**config.mk**
```make
export PLATFORM = sky130hd
export DESIGN_NAME = vga_timing_out
export DESIGN_NICKNAME = d
export VERILOG_FILES = /design/src/rtl/vga_timing_out.sv
export SDC_FILE = /design/constraint.sdc
export NUM_CORES = 1
export LEC_CHECK = 0
export CAP_MARGIN = 20
export CORE_MARGIN = 5
export CORE_UTILIZATION = 55
export CTS_CLUSTER_SIZE = 20
export DETAILED_ROUTE_END_ITERATION = 8
export DONT_BUFFER_PORTS = 1
export GPL_ROUTABILITY_DRIVEN = 0
export PLACE_DENSITY_LB_ADDON = 0.1
export REMOVE_ABC_BUFFERS = 1
export SLEW_MARGIN = 20
export SYNTH_ARGS = -nofsm -noshare
export SYNTH_HDL_FRONTEND = slang
export SYNTH_SLANG_ARGS = --single-unit
```
**constraint.sdc**
```tcl
create_clock -name clk -period 1.85 [get_ports clk]
set_input_delay 0.37 -clock clk [delete_from_list [all_inputs] [get_ports clk]]
set_output_delay 0.37 -clock clk [all_outputs]
set_load 0.02 [all_outputs]
```
**src/rtl/vga_timing_out.sv**
```systemverilog
// Raster timing generator and registered VGA output stage (drawcon pixel producer).
// Define VGA_BRAM_COMP_EN to add one decode stage matching a synchronous image ROM.
module vga_timing_out #(
  parameter int H_ACTIVE = 1440,
  parameter int H_FP     = 80,
  parameter int H_SYNC   = 152,
  parameter int H_BP     = 232,
  parameter int V_ACTIVE = 900,
  parameter int V_FP     = 1,
  parameter int V_SYNC   = 3,
  parameter int V_BP     = 28,
  parameter bit H_POL    = 1'b0,
  parameter bit V_POL    = 1'b1
) (
  input  logic        clk,
  input  logic        rst,
  input  logic        ce,
  input  logic [3:0]  draw_r,
  input  logic [3:0]  draw_g,
  input  logic [3:0]  draw_b,
  output logic [10:0] curr_x,
  output logic [10:0] curr_y,
  output logic [3:0]  pix_r,
  output logic [3:0]  pix_g,
  output logic [3:0]  pix_b,
  output logic        hsync,
  output logic        vsync,
  output logic        active,
  output logic        frame_tick
);

  localparam logic [10:0] H_ACT    = 11'(H_ACTIVE);
  localparam logic [10:0] H_SS     = 11'(H_ACTIVE + H_FP);
  localparam logic [10:0] H_SE     = 11'(H_ACTIVE + H_FP + H_SYNC);
  localparam logic [10:0] H_LAST   = 11'(H_ACTIVE + H_FP + H_SYNC + H_BP - 1);
  localparam logic [10:0] V_ACT    = 11'(V_ACTIVE);
  localparam logic [10:0] V_SS     = 11'(V_ACTIVE + V_FP);
  localparam logic [10:0] V_SE     = 11'(V_ACTIVE + V_FP + V_SYNC);
  localparam logic [10:0] V_LAST   = 11'(V_ACTIVE + V_FP + V_SYNC + V_BP - 1);
  localparam logic [10:0] V_ACT_LS = 11'(V_ACTIVE - 1);

  typedef struct packed {
    logic act;
    logic hs;
    logic vs;
  } ctl_t;

  localparam ctl_t CTL_RST = '{act: 1'b0, hs: ~H_POL, vs: ~V_POL};

  logic [10:0] hcnt, vcnt;
  ctl_t        ctl0, ctl_q;

  always_ff @(posedge clk) begin
    if (!rst) begin
      hcnt <= '0;
      vcnt <= '0;
    end else if (ce) begin
      if (hcnt == H_LAST) begin
        hcnt <= '0;
        vcnt <= (vcnt == V_LAST) ? 11'd0 : vcnt + 11'd1;
      end else begin
        hcnt <= hcnt + 11'd1;
      end
    end
  end

  assign curr_x = hcnt;
  assign curr_y = vcnt;

  // vsync decodes only vcnt, so its edges land on the hcnt=0 boundary
  always_comb begin
    ctl0.act = (hcnt < H_ACT) && (vcnt < V_ACT);
    ctl0.hs  = ((hcnt >= H_SS) && (hcnt < H_SE)) ? H_POL : ~H_POL;
    ctl0.vs  = ((vcnt >= V_SS) && (vcnt < V_SE)) ? V_POL : ~V_POL;
  end

`ifdef VGA_BRAM_COMP_EN
  // draw_* lags the counters by one ce-cycle, so delay the decode to match
  ctl_t ctl1;
  always_ff @(posedge clk) begin
    if (!rst)    ctl1 <= CTL_RST;
    else if (ce) ctl1 <= ctl0;
  end
  assign ctl_q = ctl1;
`else
  assign ctl_q = ctl0;
`endif

  always_ff @(posedge clk) begin
    if (!rst) begin
      pix_r  <= '0;
      pix_g  <= '0;
      pix_b  <= '0;
      active <= 1'b0;
      hsync  <= ~H_POL;
      vsync  <= ~V_POL;
    end else if (ce) begin
      pix_r  <= ctl_q.act ? draw_r : 4'd0;
      pix_g  <= ctl_q.act ? draw_g : 4'd0;
      pix_b  <= ctl_q.act ? draw_b : 4'd0;
      active <= ctl_q.act;
      hsync  <= ctl_q.hs;
      vsync  <= ctl_q.vs;
    end
  end

  // Fires on the step from the last active line into vertical blanking
  always_ff @(posedge clk) begin
    if (!rst)    frame_tick <= 1'b0;
    else if (ce) frame_tick <= (hcnt == H_LAST) && (vcnt == V_ACT_LS);
  end

endmodule

```
== Word level (Yosys, flattened, before mapping) ==
Cells that the tools add are included.

* Add/subtract/negate cells: 2
* $lt $le $gt $ge: 6
* Eq/ne operators: 3
* Muxes and demuxes: 7
* Reductions and logical operators: 5

{| class="wikitable"
|+ Operators by type and width
! cell !! count
|-
| $add A11 B1 Y11 const B || 2
|-
| $eq A11 B10 Y1 const B || 2
|-
| $lt A11 B10 Y1 const B || 2
|-
| $lt A11 B11 Y1 const B || 2
|-
| $mux W11 || 2
|-
| $mux W4 || 3
|-
| $eq A11 B11 Y1 const B || 1
|-
| $ge A11 B10 Y1 const B || 1
|-
| $ge A11 B11 Y1 const B || 1
|-
| $logic_and A1 B1 Y1 || 4
|-
| $mux W1 || 2
|-
| $reduce_and A2 Y1 || 1
|}

* Register bits: 38
* Output and inout bits: 38
* Word-level logic and storage cells: 32

== Depth between registers and ports, before layout ==
Gate-level depths: netlist of run 1.

* Word-level depth: 3
* Mapped depth: 7
* Depth with buffers taken out: 6

== Worst setup path after synthesis of run 1 ==
OpenSTA, ideal clock, no wires.

* Path type: register to register
* From: register hcnt[0], in the netlist curr_x[0]
* To: register vcnt[3], in the netlist curr_y[3]
* Setup time: 70 ps
* Arrival time: 1,729 ps
* Required time: 1,780 ps
* Path slack: 51 ps
* Cell stages (with the launch flop): 7
* Cells stage by stage: dfxtp_1 ha_1 and4_1 buf_6 nand4_4 or4_1 a21oi_1

* Word-level cells in the longest chain between the ends: 2

{| class="wikitable"
|+ Ends and longest elaborated chain
! item !! line !! RTL
|-
| from (decl) || 50 || <nowiki>logic [10:0] hcnt, vcnt;</nowiki>
|-
| from (signal assigned) || 62 || <nowiki>hcnt <= hcnt + 11'd1;</nowiki>
|-
| $eq A11 B11 Y1 || 58 || <nowiki>if (hcnt == H_LAST) begin</nowiki>
|-
| $reduce_and A2 Y1 (no source line) || - ||
|-
| to (signal assigned) || 60 || <nowiki>vcnt <= (vcnt == V_LAST) ? 11'd0 : vcnt + 11'd1;</nowiki>
|-
| to (decl) || 50 ||
|}

No other way between the ends.
A chain may end at the register's enable or synchronous reset.

== Final worst setup path of run 1 ==
* From: register vcnt[4], in the netlist curr_y[4]
* To: register vcnt[10], in the netlist curr_y[10]

* Word-level cells in the longest chain between the ends: 2
* Elaborated cells on any way between the ends: 3

{| class="wikitable"
|+ Ends and longest elaborated chain
! item !! line
|-
| $add A11 B1 Y11 or $eq A11 B10 Y1 (tied branches) || 60
|-
| $mux W11 * || 60
|}

Mark *: on every way between the ends. The rest lies on a longest branch, timed or not.

==> results of run 1 <==
==> cells in the mapped netlist, drive strengths merged, types with 2 or more instances <==
library cell | count | share of area [%]
or4 | 3 | 1.5
and3 | 2 | 0.69
nor3b | 12 | 5.0
o22ai | 2 | 0.69
xnor2 | 4 | 1.9
dfxtp | 38 | 42
nand2 | 10 | 2.1
buf | 3 | 1.2
nand3 | 6 | 1.7
or3 | 7 | 2.4
a21oi | 11 | 3.0
o31ai | 2 | 0.83
nand4b | 2 | 0.97
nor2 | 16 | 3.3
nand4 | 6 | 3.3
mux2i | 2 | 1.1
clkbuf | 6 | 1.2
o21ai | 9 | 3.1
ha | 3 | 2.1
nor2b | 12 | 4.2
and2 | 4 | 1.5
xor2 | 8 | 3.9
o21a | 12 | 5.0
and4 | 4 | 1.9
nand3b | 3 | 1.2
inv | 6 | 1.2
==> power by group <==
group          switching [uW]  total (uW)  internal, uW  leakage (uW)
registers                31.3         870           838      0.000309
logic                    37.1        76.6          39.5      0.000464
clock network             281         738           458     0.0000585
==> routing by layer <==
| metal | track usage [%] | up-vias |
|---|---|---|
| met4 | 8.86 | 0 |
| li1 | - | 757 |
| met2 | 34.0 | 55 |
| met1 | 23.6 | 727 |
| met5 | 0 | - |
| met3 | 8.32 | 8 |
==> timing repair <==
action | in CTS | in global routing
setup buffers | 0 | 0
resized for setup | 1 | 2
endpoints found under the setup margin | 1 | 7
==> metrics by stage <==
step / area [um2] / hold slack (ns) / TNS (ns) / util, % / std cells
after detailed placement: 2020 / 0.453 / 0 / 65.0 / 261
after CTS: 2130 / 0.0705 / 0 / 68.7 / 269
after global placement: 2020 / 0.454 / 0 / 65.0 / 261
after global routing: 2140 / 0.0899 / 0 / 69.1 / 269
after floorplan: 1760 / 0.446 / -0.116 / - / 190
final: 2140 / 0.0826 / 0 / 69.1 / 269
==> flip-flops by register name (all words and copies together) (netlist names) <==
register,count
frame_tick,1
hsync,1
vsync,1
pix_b,4
pix_r,4
pix_g,4
curr_x,11
active,1
curr_y,11
==> cells by family after synthesis <==
kind of cell	Yosys count	share of synthesized area [%]
and+or+nand+nor	91	31.5
AOI/OAI and AO/OA	38	13.7
DFF	38	42.1
buffers and inverters	15	3.74
xor gates and xnor gates	12	5.82
adders and majority gates	3	2.08
muxes	2	1.11
==> cell usage in the layout (no fill, tap or decap), types with 2 or more instances in the layout <==
cell        n
dfxtp_1    38
buf_4      27
nor2_1     16
nor3b_1    12
nor2b_1    12
o21a_1     12
nand2_1    10
a21oi_1    10
xor2_1      8
o21ai_0     8
or3_1       7
inv_1       6
nand3_1     6
clkbuf_4    5
nand4_1     4
xnor2_1     4
and2_1      3
and4_1      3
nand3b_1    3
ha_1        3
nand4_4     2
nand4b_1    2
and3_1      2
mux2i_1     2
or4_1       2
o31ai_1     2
o22ai_1     2
bufinv_16   2
==> critical path: cells and delay by family (launching register included) <==
kind            cells  cell delay (ns)
compound gates      1             0.17
buf+inv             1             0.19
flops               1             0.42
simple gates        3             0.91
==> area by class of cell <==
type / count / area share, %
inverter: 6 / 1.05
timing repair buffer: 27 / 9.45
clock buffer: 6 / 2.39
multi-input combinational: 146 / 46.3
clock inverter: 2 / 2.80
tap: 44 / 2.57
sequential: 38 / 35.5
==> worst max-delay path by stage <==
stage	end	slack (ns)	cells past startpoint
after floorplan	curr_y[3]	-0.05	5
final	curr_y[10]	0.09	5
after global routing	curr_y[3]	0.01	5
after global placement	curr_y[3]	0.12	5
after CTS	curr_y[10]	0.02	5
after detailed placement	curr_y[10]	0.02	5
==> summary.txt, run 1 <==
Run status
  • Run status: finished clean

Synthesis
  • Cells after Synth: 199
  • Asr flop ratio synth: 0%
  • Cell variety after synth: 39
  • Sequential fraction of the synthesis area: 42.1%
  • Area of the mapped netlist: 0.00181 mm2
  • Synth Flop Type: dfxtp_1
  • Syn avg cell area: 9.07 um2
  • YS warnings: 0
  • Post-synth EDFFs: 0
  • Number of synthesized register bits: 38

Worst hold path
  • Hold Crit Start: rst
  • Hold depth: 1
  • Hold Path Sink: hsync
  • HP Class: in2reg

Power
  • Final Power: 1680 uW
  • Power per cell area: 786 mW/mm2
  • Leak Pwr: 0.000831 uW
  • Worst vdd rail ir drop: 0.420 mV

GRT
  • Initial antenna violation count: 0
  • Vias in the first global route: 1,538
  • Largest net degree at the start of global routing: 24
  • First-pass GRT wire length: 7090 um
  • Total GRT Usage: 20.7%
  • Grt ovf: 0

Routing
  • Met3 routed WL: 355 um
  • WL/cell: 16.6 um
  • First-pass DRT Iterations: 4
  • Post-Route M1 WL: 1880 um
  • Max layer used: met4
  • Total number of vias: 1,547
  • Met2 wire length: 2160 um
  • Vias per cell: 5.75
  • ANT nets after route: 0
  • DR iter-0 viols: 99
  • Drt drc: 0
  • Routed WL: 4470 um

Clock network
  • CTS root buffer: clkbuf_4
  • Clock Latency Late Sink: 0.35 ns
  • CTS Hold Bufs: 0
  • Clock transition at the registers of the reported paths: 0.13 ns
  • CTS tree: built
  • Clock sink count: 38
  • CTS Buffer Depth: 2
  • CTS Buf Count: 5
  • H-tree depth: 2

Final layout
  • Register area: 761 um2
  • FILL cells: 267
  • Multi-input logic area: 992 um2
  • Area delta synth->final: 18.8%
  • Antenna cells: 0
  • Post-layout net count: 242
  • Layout cells sized above 1: 19.6%

Setup path
  • Element type at the critical path end: flip-flop
  • Reg2reg end: curr_y[10]
  • Worst setup path startpoint: curr_y[4]
  • CP required: 2.12 ns
  • R2R depth: 5
  • R2R setup slack: 0.09 ns
  • Max incr delay on CP: 0.50 ns
  • CP startpoint kind: flip-flop
  • Reg2reg start: curr_y[4]
  • CP arrival: 2.03 ns
  • CP Max Fanout: 5
  • Setup CP Type: reg2reg
  • Worst-path cell chain: buf_4 > and4_1 > nand3_1 > or4_1 > a21oi_1
  • Slowest CP cell: or4_1

STA
  • Max Clk Rate: 569 MHz
  • Worst-Margin Slew: 0.583 ns
  • Final Hold Vio Count: 0
  • RSZ-0062 raised after global routing: false
  • # setup viols final: 0
  • Slew HR: 61.1%
  • Final worst slack: 0.0935 ns
  • Post-route minimum period: 1.76 ns
  • Final Max Tran Viols: 0
  • Clock skew: 0.0161 ns
  • Tcrit/Tclk final: 94.9%

Job
  • Max-Cap Viols: 0

Floorplan
  • Io pins: 53
  • Die ar.: 0.00453 mm2
  • Starting Density: 58.2%
  • Core Area: 0.00310 mm2
  • Die Span Y: 67.3 um
  • # rows: 20
  • Chip width: 67.3 um

Placed design
  • Port-buffer cells: 0
  • Setup WS pre-CTS: 0.0220 ns
  • Dpl hpwl: 3200 um
(Power assumes the default switching activity.)
==> run 2, diff against run 1 <==
--- a/config.mk
+++ b/config.mk
@@ -6,8 +6,10 @@
 export NUM_CORES = 1
 export LEC_CHECK = 0
 export CAP_MARGIN = 20
+export CELL_PAD_IN_SITES_DETAIL_PLACEMENT = 0
+export CELL_PAD_IN_SITES_GLOBAL_PLACEMENT = 1
 export CORE_MARGIN = 5
-export CORE_UTILIZATION = 55
+export CORE_UTILIZATION = 45
 export CTS_CLUSTER_SIZE = 20
 export DETAILED_ROUTE_END_ITERATION = 8
 export DONT_BUFFER_PORTS = 1
==> summary.txt, run 2 (synthesis results as in run 1) <==
Final layout
  • Post-layout util: 55.5% (was 69.1%)
  • Antenna cells: 0 (unchanged)
  • Layout cells sized above 1: 19.9% (was 19.6%)
  • Commonest cells after routing, fill and taps aside: dfxtp_1 (38), buf_4 (28), nor2_1 (16) (was dfxtp_1 (38), buf_4 (27), nor2_1 (16))
  • Commonest non-fill, non-tap cell in the layout: dfxtp_1 (unchanged)
  • Post-layout net count: 243 (was 242)
  • Area delta synth->final: 21.2% (was 18.8%)

Routing
  • First-pass DRT Iterations: 4 (unchanged)
  • Drt drc: 0 (unchanged)
  • DR iter-0 viols: 61 (was 99)
  • WL/cell: 15.3 um (was 16.6 um)
  • Routed WL: 4230 um (was 4470 um)
  • Total number of vias: 1,508 (was 1,547)
  • ANT nets after route: 0 (unchanged)
  • Vias per cell: 5.46 (was 5.75)

Setup path
  • Slowest CP cell: or4_1 (unchanged)
  • CP required: 2.07 ns (was 2.12 ns)
  • Buf+Inv Stages, Crit Path: 0 (was 1)
  • Setup CP Type: reg2reg (unchanged)
  • CP Max Fanout: 5 (unchanged)
  • CP arrival: 1.95 ns (was 2.03 ns)
  • CP startpoint kind: flip-flop (unchanged)
  • Cell family with most CP delay: simple AND/OR/NAND/NOR gates (unchanged)
  • Element type at the critical path end: flip-flop (unchanged)
  • Max incr delay on CP: 0.50 ns (about the same)
  • Worst-path cell chain: ha_1 > and4_2 > nand4_4 > or4_1 > a21oi_1 (was buf_4 > and4_1 > nand3_1 > or4_1 > a21oi_1)

GRT
  • Initial antenna violation count: 0 (unchanged)
  • Vias in the first global route: 1,458 (was 1,538)
  • Grt ovf: 0 (unchanged)
  • Largest net degree at the start of global routing: 24 (unchanged)
  • First-pass GRT wire length: 7090 um (unchanged)
  • Total GRT Usage: 16.9% (was 20.7%)

Clock network
  • H-tree depth: 2 (unchanged)
  • CTS Buf Count: 5 (unchanged)
  • Clock sink count: 38 (unchanged)
  • Clock transition at the registers of the reported paths: 0.07 ns (was 0.13 ns)
  • CTS root buffer: clkbuf_8 (was clkbuf_4)
  • Clock Latency Late Sink: 0.29 ns (was 0.35 ns)
  • CTS tree: built (unchanged)
  • CTS Buffer Depth: 2 (unchanged)

Power
  • Sw frac: 19.9% (was 20.7%)
  • Leak Pwr: 0.000848 uW (was 0.000831 uW)
  • Final Power: 1810 uW (was 1680 uW)
  • Internal power: 1450 uW (was 1340 uW)
  • Logic pwr share: 4.2% (was 4.5%)
  • Psw: 361 uW (was 349 uW)
  • Power per cell area: 829 mW/mm2 (was 786 mW/mm2)
  • Clock share of power: 47.8% (was 43.8%)
  • Flop pwr share: 47.9% (was 51.6%)
  • Worst vdd rail ir drop: 0.340 mV (was 0.420 mV)

STA
  • Tcrit/Tclk final: 93.2% (was 94.9%)
  • # setup viols final: 0 (unchanged)
  • Final Max Tran Viols: 0 (unchanged)
  • Slew HR: 69.5% (was 61.1%)
  • RSZ-0062 raised after global routing: false (unchanged)
  • Post-route minimum period: 1.72 ns (was 1.76 ns)
  • Worst-Margin Slew: 0.457 ns (was 0.583 ns)
  • Clock skew: 0.00467 ns (was 0.0161 ns)
  • Max Clk Rate: 580 MHz (was 569 MHz)
  • Final Hold Vio Count: 0 (unchanged)

Floorplan
  • Core Area: 0.00394 mm2 (was 0.00310 mm2)
  • Io pins: 53 (unchanged)
  • Starting Density: 45.8% (was 58.2%)
  • Chip width: 73.3 um (was 67.3 um)
  • Die ar.: 0.00538 mm2 (was 0.00453 mm2)
  • # rows: 23 (was 20)
  • Die Span Y: 73.3 um (was 67.3 um)

Placed design
  • Port-buffer cells: 0 (unchanged)
  • Dpl hpwl: 3100 um (was 3200 um)

Job
  • Max-Cap Viols: 0 (unchanged)

Worst hold path
  • HP Class: in2reg (unchanged)

Run status
  • Run status: finished clean (unchanged)
[run 2: cell count changes in the layout (fill, tap and decap cells not counted), sizes merged]
cell / before / now
buf: 27 / 28
[run 2: metrics by stage]
| step | setup WS, ns | TNS, ns | hold slack (ns) | cells | area, um2 |
|---|---|---|---|---|---|
| 2_1_floorplan | -0.0486 | -0.116 | 0.446 | 190 | 1760 |
| 3_3_place_gp | 0.144 | 0 | 0.451 | 267 | 2030 |
| 3_5_place_dp | 0.0609 | 0 | 0.467 | 267 | 2030 |
| 4_1_cts | 0.0235 | 0 | 0.150 | 275 | 2170 |
| 5_1_grt | 0.0433 | 0 | 0.164 | 276 | 2190 |
| 6_report | 0.125 | 0 | 0.162 | 276 | 2190 |
[run 2: area by class of cell]
cell class | instances | area (um2)
sequential | 38 | 761
fill | 374 | 1750
clock inverter | 2 | 60.1
multi-input combinational | 146 | 990
clock buffer | 6 | 82.6
inverter | 6 | 22.5
tap | 50 | 62.6
timing repair buffer | 28 | 210
[run 2: path summary, 6_finish.rpt]
path,start,endpoint,slack [ns],depth (start not counted)
worst min register to register,hsync,hsync,0.61,2
worst max-delay path,curr_x[1],curr_y[3],0.13,5
worst max register to register,curr_x[1],curr_y[3],0.13,5
worst min-delay path,rst,hsync,0.16,1
[run 2: what timing repair did]
| action | CTS | global route |
|---|---|---|
| hold buffers | 0 | 0 |
| hold endpoints to repair | 0 | 0 |
| setup buffers | 0 | 1 |
| endpoints found under the setup margin | 0 | 11 |
| gates resized for setup | 0 | 3 |
[run 2: metal layers]
metal,part of all wire (%),track usage [%],up-vias
met5,0,0,-
met4,1.4,5.43,0
met3,9.7,7.25,6
met2,45,26.7,53
met1,44,20.7,688
li1,-,-,761
[run 2: power groups by stage]
stage	Combinational (uW)	Sequential [uW]	Clock [uW]
6_report	76.4	870	868
5_1_grt	86.1	872	916
4_1_cts	77.2	870	887
3_5_place_dp	77.0	889	0
3_3_place_gp	73.1	888	0
2_1_floorplan	49.6	893	0
[run 2: worst register-to-register path: stages (launching register included)]
cell and delay (ns):
dfxtp_1 0.36, ha_1 0.18, and4_2 0.33, nand4_4 0.14, or4_1 0.50, a21oi_1 0.15
==> run 3, diff against run 2 <==
--- a/config.mk
+++ b/config.mk
@@ -5,14 +5,14 @@
 export SDC_FILE = /design/constraint.sdc
 export NUM_CORES = 1
 export LEC_CHECK = 0
+export BUFFER_PORTS_ARGS = -buffer_cell sky130_fd_sc_hd__buf_2
 export CAP_MARGIN = 20
 export CELL_PAD_IN_SITES_DETAIL_PLACEMENT = 0
 export CELL_PAD_IN_SITES_GLOBAL_PLACEMENT = 1
 export CORE_MARGIN = 5
-export CORE_UTILIZATION = 45
+export CORE_UTILIZATION = 38
 export CTS_CLUSTER_SIZE = 20
 export DETAILED_ROUTE_END_ITERATION = 8
-export DONT_BUFFER_PORTS = 1
 export GPL_ROUTABILITY_DRIVEN = 0
 export PLACE_DENSITY_LB_ADDON = 0.1
 export REMOVE_ABC_BUFFERS = 1
==> summary.txt, run 3 (synthesis results as in run 1) <==
Floorplan
  • Starting Density: 38.7% (was 45.8%)
  • Die ar.: 0.00623 mm2 (was 0.00538 mm2)
  • Die Span Y: 78.9 um (was 73.3 um)
  • Chip width: 78.9 um (was 73.3 um)
  • Core Area: 0.00466 mm2 (was 0.00394 mm2)
  • Io pins: 53 (unchanged)
  • # rows: 25 (was 23)

Final layout
  • Multi-input logic area: 987 um2 (was 990 um2)
  • FILL cells: 480 (was 374)
  • Commonest cells after routing, fill and taps aside: buf_2 (52), dfxtp_1 (38), buf_4 (23), nor2_1 (16) (was dfxtp_1 (38), buf_4 (28), nor2_1 (16))
  • Final std cells w/o fill: 326 (was 276)
  • Commonest non-fill, non-tap cell in the layout: buf_2 (was dfxtp_1)
  • Antenna cells: 0 (unchanged)
  • Area delta synth->final: 30.1% (was 21.2%)
  • Post-layout net count: 290 (was 243)
  • Register area: 761 um2 (unchanged)
  • Post-layout util: 50.4% (was 55.5%)
  • Layout cells sized above 1: 33.1% (was 19.9%)

Routing
  • DR iter-0 viols: 73 (was 61)
  • Vias per cell: 5.06 (was 5.46)
  • ANT nets after route: 0 (unchanged)
  • Drt drc: 0 (unchanged)
  • First-pass DRT Iterations: 4 (unchanged)
  • WL/cell: 13.7 um (was 15.3 um)
  • Total number of vias: 1,650 (was 1,508)
  • Routed WL: 4480 um (was 4230 um)

STA
  • Post-route minimum period: 1.72 ns (about the same)
  • Worst-Margin Slew: 0.427 ns (was 0.457 ns)
  • Clock skew: 0.00613 ns (was 0.00467 ns)
  • # setup viols final: 0 (unchanged)
  • Final Max Tran Viols: 0 (unchanged)
  • Tcrit/Tclk final: 92.9% (was 93.2%)
  • Setup Total Neg Slack: 0 ns (unchanged)
  • RSZ-0062 raised after global routing: false (unchanged)
  • Max Clk Rate: 582 MHz (was 580 MHz)
  • Slew HR: 71.5% (was 69.5%)
  • Final Hold Vio Count: 0 (unchanged)

GRT
  • First-pass GRT wire length: 7330 um (was 7090 um)
  • Initial antenna violation count: 0 (unchanged)
  • Largest net degree at the start of global routing: 23 (was 24)
  • Vias in the first global route: 1,551 (was 1,458)
  • Total GRT Usage: 14.8% (was 16.9%)
  • Grt ovf: 0 (unchanged)

Power
  • Final Power: 1520 uW (was 1810 uW)
  • Leak Pwr: 0.00105 uW (was 0.000848 uW)
  • Power per cell area: 645 mW/mm2 (was 829 mW/mm2)
  • Worst vdd rail ir drop: 0.313 mV (was 0.340 mV)

Setup path
  • Max incr delay on CP: 0.49 ns (was 0.50 ns)
  • CP arrival: 1.93 ns (was 1.95 ns)
  • Worst-path cell chain: ha_1 > and4_2 > nand4_4 > or4_1 > a21oi_1 (unchanged)
  • CP startpoint kind: flip-flop (unchanged)
  • CP Max Fanout: 4 (was 5)
  • Reg2reg end: curr_y[3] (unchanged)
  • R2R setup slack: 0.13 ns (about the same)
  • CP required: 2.07 ns (about the same)
  • Element type at the critical path end: flip-flop (unchanged)
  • Slowest CP cell: or4_1 (unchanged)
  • Reg2reg start: curr_x[1] (unchanged)
  • Cell family with most CP delay: simple AND/OR/NAND/NOR gates (unchanged)
  • Buf+Inv Stages, Crit Path: 0 (unchanged)
  • R2R depth: 5 (unchanged)
  • Setup CP Type: reg2reg (unchanged)

Worst hold path
  • Hold Path Sink: hsync (unchanged)
  • Hold depth: 2 (was 1)
  • Hold Crit Start: rst (unchanged)
  • HP Class: in2reg (unchanged)

Clock network
  • CTS tree: built (unchanged)
  • Clock Latency Late Sink: 0.28 ns (was 0.29 ns)
  • CTS Buffer Depth: 2 (unchanged)
  • Clock sink count: 38 (unchanged)
  • H-tree depth: 2 (unchanged)
  • Postcts setup bufs: 0 (unchanged)
  • CTS Buf Count: 5 (unchanged)
  • CTS root buffer: clkbuf_8 (unchanged)
  • Clock transition at the registers of the reported paths: 0.07 ns (about the same)

Placed design
  • Port-buffer cells: 52 (was 0)
  • DP Cell Count: 319 (was 267)
  • Dpl hpwl: 3350 um (was 3100 um)

Run status
  • Run status: finished clean (unchanged)

Job
  • Max-Cap Viols: 0 (unchanged)
run 3: cell count changes in the layout (fill, tap and decap cells not counted):
| cell | previous run | this run |
|---|---|---|
| bufinv_16 | 2 | 0 |
| nand2_1 | 9 | 10 |
| clkbuf_8 | 6 | 5 |
| clkinv_2 | 0 | 2 |
| buf_2 | 0 | 52 |
| nand2_2 | 1 | 0 |
| buf_4 | 28 | 23 |
run 3: layer usage:
layer	global-route usage [%]	vias up	share of wire (%)	routed length (um)
met3	4.88	7	5.0	226
li1	-	852	-	-
met2	23.3	33	46	2050
met5	0	-	0	0
met1	19.4	758	48	2150
met4	4.64	0	1.2	55
run 3: metrics by stage:
step	hold slack, ns	setup slack, ns	area [um2]
final	0.383	0.131	2350
after floorplan	0.446	-0.0486	1760
after detailed placement	0.492	0.107	2260
after global routing	0.399	0.0119	2350
after global placement	0.488	0.132	2260
after CTS	0.375	0.0756	2340
run 3: how the worst max path moves through the flow:
stage | start | end | slack [ns] | cells past startpoint
after detailed placement | curr_x[1] | curr_y[10] | 0.11 | 5
final | curr_x[1] | curr_y[3] | 0.13 | 5
after global placement | curr_x[1] | curr_y[3] | 0.13 | 5
after CTS | curr_x[1] | curr_y[10] | 0.08 | 5
after floorplan | curr_x[0] | curr_y[3] | -0.05 | 5
after global routing | curr_x[1] | curr_y[5] | 0.01 | 5
run 3: repair_timing:
item	in CTS	in global routing
setup endpoints to repair	0	6
hold buffers	0	0
gates resized for setup	0	2
run 3: layout make-up:
class | count | share of cell area, %
inverter | 6 | 0.958
multi-input combinational | 146 | 42.0
clock inverter | 2 | 0.426
sequential | 38 | 32.4
tap | 54 | 2.88
timing repair buffer | 75 | 18.4
clock buffer | 5 | 2.93
run 3: report_power, final:
part           internal (uW)  switching, uW  total [uW]
registers                838           9.02         847
clock network            253            275         528
logic                   61.8           79.4         141
